--- config.mk ---
export PLATFORM = sky130hd
export DESIGN_NAME = instr_fetch
export DESIGN_NICKNAME = d
export VERILOG_FILES = /design/src/rtl/rv32i_pkg.sv /design/src/rtl/fetch_buf.sv /design/src/rtl/instr_fetch.sv
export SDC_FILE = /design/constraint.sdc
export NUM_CORES = 1
export LEC_CHECK = 0
export CAP_MARGIN = 40
export CORE_ASPECT_RATIO = 1.75
export CORE_MARGIN = 10
export CORE_UTILIZATION = 40
export CTS_BUF_LIST = sky130_fd_sc_hd__clkbuf_8
export CTS_CLUSTER_DIAMETER = 120
export DETAILED_ROUTE_END_ITERATION = 12
export HOLD_SLACK_MARGIN = 0.08
export PLACE_DENSITY = 0.67
export SYNTH_ARGS = -nofsm -noshare
export SYNTH_HDL_FRONTEND = slang
export SYNTH_HIERARCHICAL = 1
export SYNTH_SLANG_ARGS = --single-unit
--- constraint.sdc ---
create_clock -name clk -period 5.5 [get_ports clk]
set_input_delay 0.55 -clock clk [delete_from_list [all_inputs] [get_ports clk]]
set_output_delay 0.55 -clock clk [all_outputs]
set_load 0.01 [all_outputs]
--- src/rtl/rv32i_pkg.sv ---
// rv32i_pkg: shared RV32I core types and constants.
package rv32i_pkg;
    localparam int unsigned XLEN = 32;
    localparam logic [XLEN-1:0] NOP_INSTR = 32'h0000_0013;
    localparam logic [XLEN-1:0] RESET_PC_DEFAULT = 32'h0000_0000;

    typedef struct packed {
        logic [XLEN-1:0] pc;
        logic [XLEN-1:0] instr;
    } fetch_entry_t;

    localparam fetch_entry_t RESET_ENTRY = '{pc: '0, instr: NOP_INSTR};
endpackage

--- src/rtl/fetch_buf.sv ---
// fetch_buf: 2-entry FIFO of fetched {pc, instr} pairs with flush and async reset.
module fetch_buf
    import rv32i_pkg::*;
(
    input  logic         clk,
    input  logic         rst,
    input  logic         push_i,
    input  logic         pop_i,
    input  logic         flush_i,
    input  fetch_entry_t data_i,
    output fetch_entry_t head_o,
    output logic [1:0]   count_o
);
    fetch_entry_t mem_q [2];
    logic         head_q;
    logic         tail_q;
    logic [1:0]   count_q;

    always_ff @(posedge clk or posedge rst) begin
        if (rst) begin
            mem_q[0] <= RESET_ENTRY;
            mem_q[1] <= RESET_ENTRY;
            head_q   <= 1'b0;
            tail_q   <= 1'b0;
            count_q  <= 2'd0;
        end else if (flush_i) begin
            head_q  <= 1'b0;
            tail_q  <= 1'b0;
            count_q <= 2'd0;
        end else begin
            if (push_i) begin
                mem_q[tail_q] <= data_i;
                tail_q        <= ~tail_q;
            end
            if (pop_i) head_q <= ~head_q;
            count_q <= count_q + {1'b0, push_i} - {1'b0, pop_i};
        end
    end

    assign head_o  = mem_q[head_q];
    assign count_o = count_q;
endmodule

--- src/rtl/instr_fetch.sv ---
// instr_fetch: IF stage - PC register, ROM addressing, 2-entry fetch buffer, redirect flush.
// Define INSTR_FETCH_BOUNDS_CHECK_EN to enable alignment/range fault detection.
module instr_fetch
    import rv32i_pkg::*;
#(
    parameter logic [31:0] RESET_PC   = RESET_PC_DEFAULT,
    parameter int unsigned IMEM_WORDS = 101
) (
    input  logic        clk,
    input  logic        rst,
    output logic [31:0] imem_addr,
    input  logic [31:0] imem_instr,
    input  logic        redirect_valid,
    input  logic [31:0] redirect_pc,
    input  logic        id_ready,
    output logic        id_valid,
    output logic [31:0] id_instr,
    output logic [31:0] id_pc,
    output logic [31:0] id_pc_plus4,
    output logic        fetch_fault
);
    logic [31:0]  pc_q;
    logic [31:0]  pc_d;
    logic         pop;
    logic         push;
    logic [1:0]   count;
    fetch_entry_t head;
    fetch_entry_t wr_entry;

    assign pop  = id_valid && id_ready;
    assign push = !redirect_valid && (count < 2'd2 || pop);
    assign pc_d = redirect_valid ? {redirect_pc[31:2], 2'b00} : push ? pc_q + 32'd4 : pc_q;

    always_ff @(posedge clk or posedge rst) begin
        if (rst) pc_q <= RESET_PC;
        else     pc_q <= pc_d;
    end

`ifdef INSTR_FETCH_BOUNDS_CHECK_EN
    logic oob;
    logic fault_q;
    assign oob      = pc_q[31:2] >= 30'(IMEM_WORDS);
    assign wr_entry = '{pc: pc_q, instr: oob ? NOP_INSTR : imem_instr};

    always_ff @(posedge clk or posedge rst) begin
        if (rst) fault_q <= 1'b0;
        else     fault_q <= fault_q | (redirect_valid && |redirect_pc[1:0]) | (push && oob);
    end

    assign fetch_fault = fault_q;
`else
    localparam int unsigned unused_words = IMEM_WORDS;
    logic [1:0] unused_lsb;
    assign unused_lsb  = redirect_pc[1:0];
    assign wr_entry    = '{pc: pc_q, instr: imem_instr};
    assign fetch_fault = 1'b0;
`endif

    fetch_buf u_buf (
        .clk     (clk),
        .rst     (rst),
        .push_i  (push),
        .pop_i   (pop),
        .flush_i (redirect_valid),
        .data_i  (wr_entry),
        .head_o  (head),
        .count_o (count)
    );

    assign imem_addr   = pc_q;
    assign id_valid    = count != 2'd0;
    assign id_instr    = head.instr;
    assign id_pc       = head.pc;
    assign id_pc_plus4 = head.pc + 32'd4;
endmodule

; ---- Yosys cells after proc, flatten, opt, wreduce, memory -nomap -nowiden
; Index checks and enable logic that the tools add are counted.
[totals]
register_bits = 164
latch_bits = 0
ramBits = 0
mem_bits_ro = 0
input_bits = 68
out_inout_bits = 130
word_cells = 43
n_memories = 0
[op_classes]
add_sub_neg = 4
multipliers = 0
n_div = 0
magnitude_cmp = 4
eq_ne = 0
shift = 0
n_mux = 13
n_bitwise = 5
reduce_logical = 9
[ops]
columns = op, n
row1 = $mux W64, 4
row2 = $bwmux W128, 1
row3 = $add A32 B3 Y32 const B, 2
row4 = $demux W64 S1, 1
row5 = $mux W32, 2
row6 = $reduce_bool A2 Y1, 3
row7 = $ge A2 B2 Y1 const B, 2
row8 = $mux W1, 4
row9 = $not A1 Y2, 2
row10 = $logic_and A1 B1 Y1, 3
row11 = $not A1 Y1, 3
row12 = $add A2 B1 Y2, 1
row13 = $lt A2 B1 Y1 const B, 1
row14 = $lt A2 B2 Y1 const B, 1
row15 = $mux W2, 1
row16 = $reduce_and A2 Y1, 1
row17 = $sub A2 B1 Y2, 1
row18 = $logic_not A1 Y1, 1
row19 = $logic_or A1 B1 Y1, 1

; ---- Depth between registers and ports, before layout
; Gate-level depths: netlist (run 1).
[logic_depth]
depth_word = 7
ltp_mapped = 9
mapped_depth_nobuf = 7

; ---- Modules after synthesis
; The synthesis (run 1) kept the hierarchy.
[by_module_without_submodules]
columns = mod, instances, cells_per_inst, area_each_um2, seq_area_each_um2
row1 = fetch_buf, 1, 359, 6059.6, 3310.7
row2 = instr_fetch, 1, 273, 2263.4, 750.7

; ---- Worst setup path before layout (run 1)
; OpenSTA, ideal clock, no wires.
[synth_path]
kind = flip-flop to output port
from = register u_buf.head_q
to = output port id_pc_plus4[16]
t_arrival_ns = 2.260
t_required_ns = 4.950
setup_slack_ns = 2.690
stages_incl_launch_ff = 10
n_path_buf = 2
path_cell_list = dfrtp_1 buf_2 buf_2 mux2_2 ha_1 nand4_1 nor3_1 and3_1 nand3_1 xnor2_1
[synth_between]
elab_chain_len = 5
[synth_lines]
columns = element, line
row1 = from (decl), fetch_buf.sv:15  ; logic head_q;
row2 = from (signal assigned), fetch_buf.sv:35  ; if (pop_i) head_q <= ~head_q;
row3 = $not A1 Y2 (implied by the code), fetch_buf.sv:40  ; assign head_o = mem_q[head_q];
row4 = $mux W64 (implied by the code) (3 in a row), fetch_buf.sv:40
row5 = net id_pc[2], instr_fetch.sv:18  ; output logic [31:0] id_pc,
row6 = $add A32 B3 Y32, instr_fetch.sv:74  ; assign id_pc_plus4 = head.pc + 32'd4;
row7 = to (decl), instr_fetch.sv:19  ; output logic [31:0] id_pc_plus4,
; The timed path passes the listed nets, and every way through them passes these cells. The select of a mux whose other input is x is not followed.

; ---- Worst setup path in the final report (run 1)
[layout_path]
from = register u_buf.head_q
to = output port id_pc_plus4[20]
[layout_between]
elab_chain_len = 5
[layout_lines]
columns = element, line
row1 = $not A1 Y2 (implied by the code), fetch_buf.sv:40
row2 = $mux W64 (implied by the code) (3 in a row), fetch_buf.sv:40
row3 = $add A32 B3 Y32, instr_fetch.sv:74
; No other way between the ends. The select of a mux whose other input is x is not followed.

==> results of run 1 <==
final cells by class:
cell class                 instances  area (um^2)
multi-input combinational        434         3954
inverter                           5        23.77
timing repair buffer             203         2044
clock inverter                    11        182.7
antenna                            1        2.502
clock buffer                      21        289.0
sequential                       162         4065
tap                              248        310.3
fill                            1814         9503
state kept, by name (all words and copies together) (netlist names):
signal and cells:
imem_addr 30, u_buf/count_o 2, u_buf/head_q 1, u_buf/mem_q 128, u_buf/tail_q 1
layer usage:
metal,track usage (%),vias up
met5,0,-
met4,5.672,0
met3,4.925,17
met2,28.95,138
met1,18.05,2746
li1,-,2584
cells by family (layout without fill, tap and decap cells):
group	count (synthesis)	count (layout)	share of synthesized area (%)
xor gates and xnor gates	60	60	6.479
other	1	8	0.04506
adders and majority gates	4	4	0.6013
AOI/OAI and AO/OA	29	29	1.744
buffers and inverters	42	240	4.164
DFF	162	162	48.80
and+or+nand+nor	140	140	9.231
muxes	194	194	28.94
per-stage QoR:
step	instance area, um^2	total power [W]	hold slack (ns)
after floorplan	8346	0.003336	0.4541
after global placement	10350	0.004507	0.4644
after detailed placement	10400	0.004542	0.4718
after CTS	10870	0.005601	0.4445
after global routing	10870	0.005844	0.4783
final	10870	0.005510	0.4783
worst max-delay path by stage:
stage	to	slack (ns)	depth (start not counted)	startpoint
after floorplan	u_buf/count_o[0]	1.43	1	rst
after CTS	id_pc_plus4[20]	0.87	8	u_buf/head_q
after global routing	id_pc_plus4[20]	0.76	8	u_buf/head_q
final	id_pc_plus4[20]	0.99	8	u_buf/head_q
after detailed placement	id_pc_plus4[20]	1.41	8	u_buf/head_q
after global placement	id_pc_plus4[29]	1.47	8	u_buf/head_q
power by group:
group          internal [W]  switching, W  leakage [nW]
Combinational       0.00157      0.000983          2.50
Clock              0.000584      0.000438         0.240
Sequential          0.00164      0.000294          1.95
Total               0.00380       0.00171          4.69
cell usage in the layout (no fill, tap or decap), types with 11 or more instances in the layout:
cell	Yosys	final
nand4_1	21	21
xor2_1	38	38
nand3_1	19	19
mux2_4	60	60
clkdlybuf4s50_1	0	191
and3_1	11	11
o21ai_0	29	29
nand2_1	45	45
clkbuf_8	0	21
xnor2_1	21	21
dfrtp_1	156	155
nor2_1	11	11
mux2_2	128	128
==> results.cfg, run 1 <==
[timing]
hold_viol_final = 0
maxClockFrequency_mhz = 221.7
worstMarginPinSlew_ns = 0.7459
period_needed_ns = 4.510
finalSetupViolations = 0
fin_setup_tns_ns = 0
fin_ws_ns = 0.9904
drv_slew = 0
finClkSkew_ns = 0.008530
rsz0062_at_grt = no
relSlewSlack_pct = 49.89
finalCritPeriodShare_pct = 81.99

[floorplan]
core_area_um2 = 20370
design.die.area_um2 = 27200
dieWidth_um = 129.0
num_rows = 69
start_util_pct = 40.85
die_y_um = 210.8
ioPinCount = 198

[drt]
dr.pass1.iters = 4
vias = 5485
wl_met3_um = 1187
ant_nets = 0
top_layer = met4
route.detailed.drc = 0
wl_per_cell_um = 20.27
drt_iter0_markers = 309
viasPerCell = 5.055
finalWirelength_um = 21990
wl_met1_um = 8575
wl_met2_um = 11860

[setup_path]
ff2ff_setup_slack_ns = 3.30
r2r.worst_path.cells = 5
crit_buf_inv = 1
r2r_start = u_buf/count_o[1]
start_kind = flop
crit_arrival_ns = 3.96
crit_family = simple AND/OR/NAND/NOR gates
cp-end-kind = primary output
critPathSlowestCell = dfrtp_4
crit_chain = mux2_2, ha_1, nand4_1, nor3_1, nand2_1, nor2_1, xor2_1, clkdlybuf4s50_1
required_ns = 4.95
worstSetupPathType = reg2out
critPathMaxStageDelay_ns = 0.77
cp_max_fo = 32
reg2reg_to = u_buf/mem_q[41]

[synthesis]
synthTopCellsByCount = dfrtp_1, mux2_2, mux2_4, nand2_1, xor2_1
yosys-top-cells-area = dfrtp_1, mux2_2, mux2_4
async_flop_share_pct = 100.0
yosysSeqAreaShare_pct = 48.80
syn_area_um2 = 8323
yosysTopAreaCellShare_pct = 46.90
synth.most_common_cell = dfrtp_1
synth_ff_type = dfrtp_1
syn_avg_cell_area_um2 = 13.17
ys_ff_latch = 162
ys_types = 41
syn_inst = 632
ys_warn_count = 6
synth_edf_count = 0
yosys.area.top_type = dfrtp_1

[cts]
cts_buffer_depth = 2
post_cts_resized = 0
holdBufCountCts = 0
cts_tree = done
cts_sinks = 162
clock-root-buffer = clkbuf_8
cts-htree-levels = 4
cts_buffers = 17
clk_pin_slew_worst_paths_ns = 0.09
insertion_delay_ns = 0.46
postCtsSetupRepairBufs = 0

[placed_design]
gp_congestion = 0.7659
dp_slack_ns = 1.412
hpwl_um = 15860
post-place-cells = 1052
port_buffers = 192

[min_path]
hp-class = in2reg
hold_path_startpoint = redirect_valid
hold_path_end = u_buf/count_o[1]
worstHoldPathCells = 2

[run]
drv_cap = 0

[final_layout]
fin_util_pct = 53.36
area_growth_pct = 30.62
drive_above_1_share_pct = 29.90
nets = 895
finalNonFillerCells = 1085

[global_routing]
grt_overflow = 0
grtUsageTotal_pct = 16.36
grt_antenna_before_repair = 1
grt_pass1_wl_um = 34590
grt_start_max_net_pins = 80
grt_pass1_vias = 6067

[pwr]
cellPowerDensity_nw_per_um2 = 506.8
peakVddDrop_v = 0.0003735
p_leak_nw = 4.686

[status]
status = finished clean
Power figures use the tool's default switching activity.
==> run 2: changes to the inputs <==
PLACE_DENSITY = 0.69   (was 0.67)
clock period = 4 ns   (was 5.5 ns; I/O delays follow)
==> run 2 against run 1 <==
Effect of this change: clock power up 14%; sequential power up 37%; worst setup slack worse by 0.80 ns; sequential share of layout area up 0.19 points; critical path type unchanged.
==> results.cfg, run 2 (synthesis results as in run 1) <==
[pwr]
p_clk_share_pct = 15.8
pwr-share-comb_pct = 48.3
cellPowerDensity_nw_per_um2 = 679.1
intPower_w = 0.004974
peakVddDrop_v = 0.0004960
sw_frac_of_total_pct = 32.28
seqPwrFrac_pct = 35.9
p_switching_w = 0.002371
p_leak_nw = 4.650

[setup_path]
crit_arrival_ns = 3.41
start_kind = flop
worstSetupPathType = reg2out
cp_max_fo = 20
cp-end-kind = primary output
crit_family = simple AND/OR/NAND/NOR gates
required_ns = 3.60
critPathSlowestCell = dfrtp_4
critPathMaxStageDelay_ns = 0.65
crit_buf_inv = 2
crit_chain = mux2_2, ha_1, nand4_1, nor3_1, buf_4, and3_1, nand3_1, xnor2_1, clkdlybuf4s50_1

[min_path]
hp-class = in2reg

[final_layout]
mostFrequentLayoutCells = clkdlybuf4s50_1, dfrtp_1, mux2_2
fin_util_pct = 53.08
top_register = u_buf/mem_q
area_growth_pct = 29.95
nFillCells = 1762
final_common_cell = clkdlybuf4s50_1
largest_reg_flops = 128
drive_above_1_share_pct = 30.27
nets = 899

[timing]
period_needed_ns = 3.810
relSlewSlack_pct = 50.78
drv_slew = 0
finClkSkew_ns = 0.01381
whs_ns = 0.3974
fin_setup_tns_ns = 0
finalSetupViolations = 0
finalCritPeriodShare_pct = 95.24
hold_viol_final = 0
maxClockFrequency_mhz = 262.5
worstMarginPinSlew_ns = 0.7383

[drt]
ant_nets = 0
drt_iter0_markers = 273
route.detailed.drc = 0
viasPerCell = 5.097
wl_per_cell_um = 20.22
finalWirelength_um = 22040
vias = 5556
dr.pass1.iters = 4

[cts]
insertion_delay_ns = 0.46
cts_sinks = 162
cts_tree = done
cts_buffers = 17
clk_pin_slew_worst_paths_ns = 0.09
clock-root-buffer = clkbuf_8
cts_buffer_depth = 2
cts-htree-levels = 4

[global_routing]
grt_start_max_net_pins = 79
grtUsageTotal_pct = 16.37
grt_pass1_vias = 5995
grt_overflow = 0
grt_antenna_before_repair = 2
grt_pass1_wl_um = 34420

[floorplan]
design.die.area_um2 = 27200
ioPinCount = 198
die_y_um = 210.8
start_util_pct = 40.85
num_rows = 69
dieWidth_um = 129.0
core_area_um2 = 20370

[placed_design]
hpwl_um = 15660
port_buffers = 192
gp_congestion = 0.7502

[run]
drv_cap = 0

[status]
status = finished clean
==> run 2: changes by cell type in the layout (fill, tap and decap cells not counted) <==
cell	delta
clkinv_2	+1
bufinv_16	-4
clkinvlp_4	+3
buf_8	-1
buf_4	+4
buf_12	+1
diode_2	+2
inv_1	-1
==> run 2: timing repair <==
item	CTS	global route
hold buffers	0	0
hold endpoints to repair	0	0
pin swaps	0	1
resized for setup	0	0
setup endpoints to repair	8	3
buffers inserted	1	1
==> run 2: worst paths after layout <==
path / from / to / slack (ns) / depth (start not counted)
max in group asynchronous: rst / u_buf/mem_q[1] / 2.73 / 3
worst min-delay path: redirect_valid / u_buf/count_o[1] / 0.40 / 2
worst max-delay path: u_buf/head_q / id_pc_plus4[16] / 0.19 / 9
min in group asynchronous: rst / imem_addr[11] / 0.44 / 3
worst min register to register: u_buf/mem_q[120] / u_buf/mem_q[120] / 0.49 / 1
worst max register to register: u_buf/count_o[1] / u_buf/mem_q[58] / 1.57 / 5
==> run 2: routing by layer <==
layer	share of wire, %	GRT usage [%]	up-vias
met1	39	18.19	2797
met4	1.9	6.223	0
met2	54	28.86	138
met5	0	0	-
li1	-	-	2603
met3	5.0	4.523	18
==> run 2: stage by stage <==
step	instance area [um^2]	setup slack, ns	std cells	total power, W
2_1_floorplan	8346	0.08388	638	0.004588
3_3_place_gp	10390	0.4735	1052	0.006192
3_5_place_dp	10410	0.4602	1054	0.006233
4_1_cts	10800	0.1071	1086	0.007460
5_1_grt	10810	-0.009066	1089	0.007783
6_report	10820	0.1904	1090	0.007345
==> run 2: power by group through the flow <==
stage | clock, W | sequential (W) | combinational [W]
final | 0.00116 | 0.00264 | 0.00355
after global routing | 0.00126 | 0.00272 | 0.00379
after CTS | 0.00120 | 0.00264 | 0.00362
after detailed placement | 0 | 0.00268 | 0.00355
after global placement | 0 | 0.00267 | 0.00353
after floorplan | 0 | 0.00253 | 0.00206
==> run 2: cell type report <==
| cell class | count | area (um^2) | area share, % |
|---|---|---|---|
| antenna | 3 | 7.507 | 0.06941 |
| clock buffer | 21 | 289.0 | 2.672 |
| clock inverter | 10 | 86.33 | 0.7982 |
| inverter | 5 | 23.77 | 0.2198 |
| multi-input combinational | 434 | 3954 | 36.56 |
| sequential | 162 | 4065 | 37.59 |
| tap | 248 | 310.3 | 2.869 |
| timing repair buffer | 207 | 2079 | 19.23 |
==> run 3: changes to the inputs <==
PLACE_DENSITY = 0.67   (was 0.69)
clock period = 4.5 ns   (was 4 ns; I/O delays follow)
==> run 3 against run 2 <==
Effect of this change: worst setup slack better by 0.34 ns; via count down 0.38%; largest cell class unchanged; sequential power down 11%; critical endpoint is now id_pc_plus4[26]; non-clock buffer count down 1; power down 11%.
==> results.cfg, run 3 (synthesis results as in run 1) <==
[status]
status = finished clean

[drt]
ant_nets = 0
finalWirelength_um = 22100
viasPerCell = 5.083
drt_iter0_markers = 353
vias = 5535
wl_per_cell_um = 20.29
route.detailed.drc = 0
dr.pass1.iters = 4

[final_layout]
final_common_cell = clkdlybuf4s50_1
area_growth_pct = 29.69
mostFrequentLayoutCells = clkdlybuf4s50_1, dfrtp_1, mux2_2
drive_above_1_share_pct = 30.04
largest_reg_flops = 128
nets = 898
finalNonFillerCells = 1089
stdcell_area_um2 = 10790
top_register = u_buf/mem_q

[timing]
finClkSkew_ns = 0.008661
fin_setup_tns_ns = 0
rsz0062_at_grt = no
finalSetupViolations = 0
drv_slew = 0
period_needed_ns = 3.969
hold_viol_final = 0
maxClockFrequency_mhz = 251.9
finalCritPeriodShare_pct = 88.21
relSlewSlack_pct = 57.96
worstMarginPinSlew_ns = 0.6306

[placed_design]
placed_area_um2 = 10410
gp_congestion = 0.7790
post-place-cells = 1055
hpwl_um = 15830
port_buffers = 192

[cts]
cts_buffer_depth = 2
postCtsSetupRepairBufs = 0
insertion_delay_ns = 0.47
cts_sinks = 162
cts_tree = done
post_cts_resized = 0
cts_buffers = 17
cts-htree-levels = 4
holdBufCountCts = 0
clk_pin_slew_worst_paths_ns = 0.08
clock-root-buffer = clkbuf_8

[setup_path]
cp-end-kind = primary output
cp_max_fo = 31
required_ns = 4.05
crit_arrival_ns = 3.52
start_kind = flop
worstSetupPathType = reg2out
ff2ff_setup_slack_ns = 2.29

[floorplan]
start_util_pct = 40.85
design.die.area_um2 = 27200
dieWidth_um = 129.0
core_area_um2 = 20370
ioPinCount = 198
die_y_um = 210.8
num_rows = 69

[pwr]
peakVddDrop_v = 0.0003925
cellPowerDensity_nw_per_um2 = 605.0
finalPower_w = 0.006530
p_leak_nw = 4.665

[global_routing]
grtUsageTotal_pct = 16.62
grtUsageMet2_pct = 29.25
grt_pass1_vias = 6031
met1_usage_pct = 18.28
grt_start_max_net_pins = 69
grt_pass1_wl_um = 34820
grt_antenna_before_repair = 2
grt-busiest-layer = met2
grt_overflow = 0
met3_usage_pct = 5.226

[run]
drv_cap = 0

[min_path]
hp-class = in2async
[run 3: cell count changes in the layout (fill, tap and decap cells not counted), sizes merged]
cell	previous run	this run
diode	3	2
buf	16	15
clkinvlp	5	2
bufinv	1	2
clkbuf	21	19
inv	6	8
clkinv	3	6
[run 3: layer usage]
| metal | share of wire (%) | routed length [um] |
|---|---|---|
| met1 | 39 | 8659 |
| met2 | 54 | 11900 |
| met3 | 5.5 | 1208 |
| met4 | 1.5 | 328 |
| met5 | 0 | 0 |
[run 3: power breakdown]
group,internal [W],leakage (nW),switching [W]
Combinational,0.00192,2.51,0.00121
Clock,0.000511,0.205,0.000535
Sequential,0.00200,1.95,0.000353
[run 3: worst paths after layout]
| path | start | endpoint | cells past startpoint |
|---|---|---|---|
| setup / recovery | u_buf/head_q | id_pc_plus4[26] | 7 |
| hold / removal | rst | u_buf/mem_q[44] | 2 |
| setup reg to reg | u_buf/count_o[1] | u_buf/mem_q[73] | 5 |
| hold reg to reg | u_buf/mem_q[120] | u_buf/mem_q[120] | 1 |
| max in group asynchronous | rst | u_buf/mem_q[118] | 3 |
| min in group clk | redirect_valid | u_buf/head_q | 2 |
[run 3: worst max-delay path: stages (launching register included)]
cell and delay, ns:
dfrtp_4 0.76, mux2_2 0.34, ha_1 0.25, nand4_1 0.28, nor3_1 0.55, nand2_1 0.14
xnor2_1 0.16, clkdlybuf4s50_1 0.56
[run 3: area by class of cell]
type	instances	area, um^2
clock buffers	19	261.5
multi-input cells	434	3954
fillers	1806	9580
flip-flops and latches	162	4065
repair buffers	206	2054
clock inverters	13	120.1
well taps	248	310.3
diodes	2	5.005
inverters	5	23.77
[run 3: through the flow]
step	utilization (%)	hold WS, ns	worst slack, ns
detailed placement	51.08	0.4720	0.9039
CTS	52.95	0.4481	0.3631
floorplan	-	0.4541	0.5339
finish	52.98	0.4775	0.5305
global placement	50.87	0.4638	0.9080
global route	52.98	0.4703	0.2718
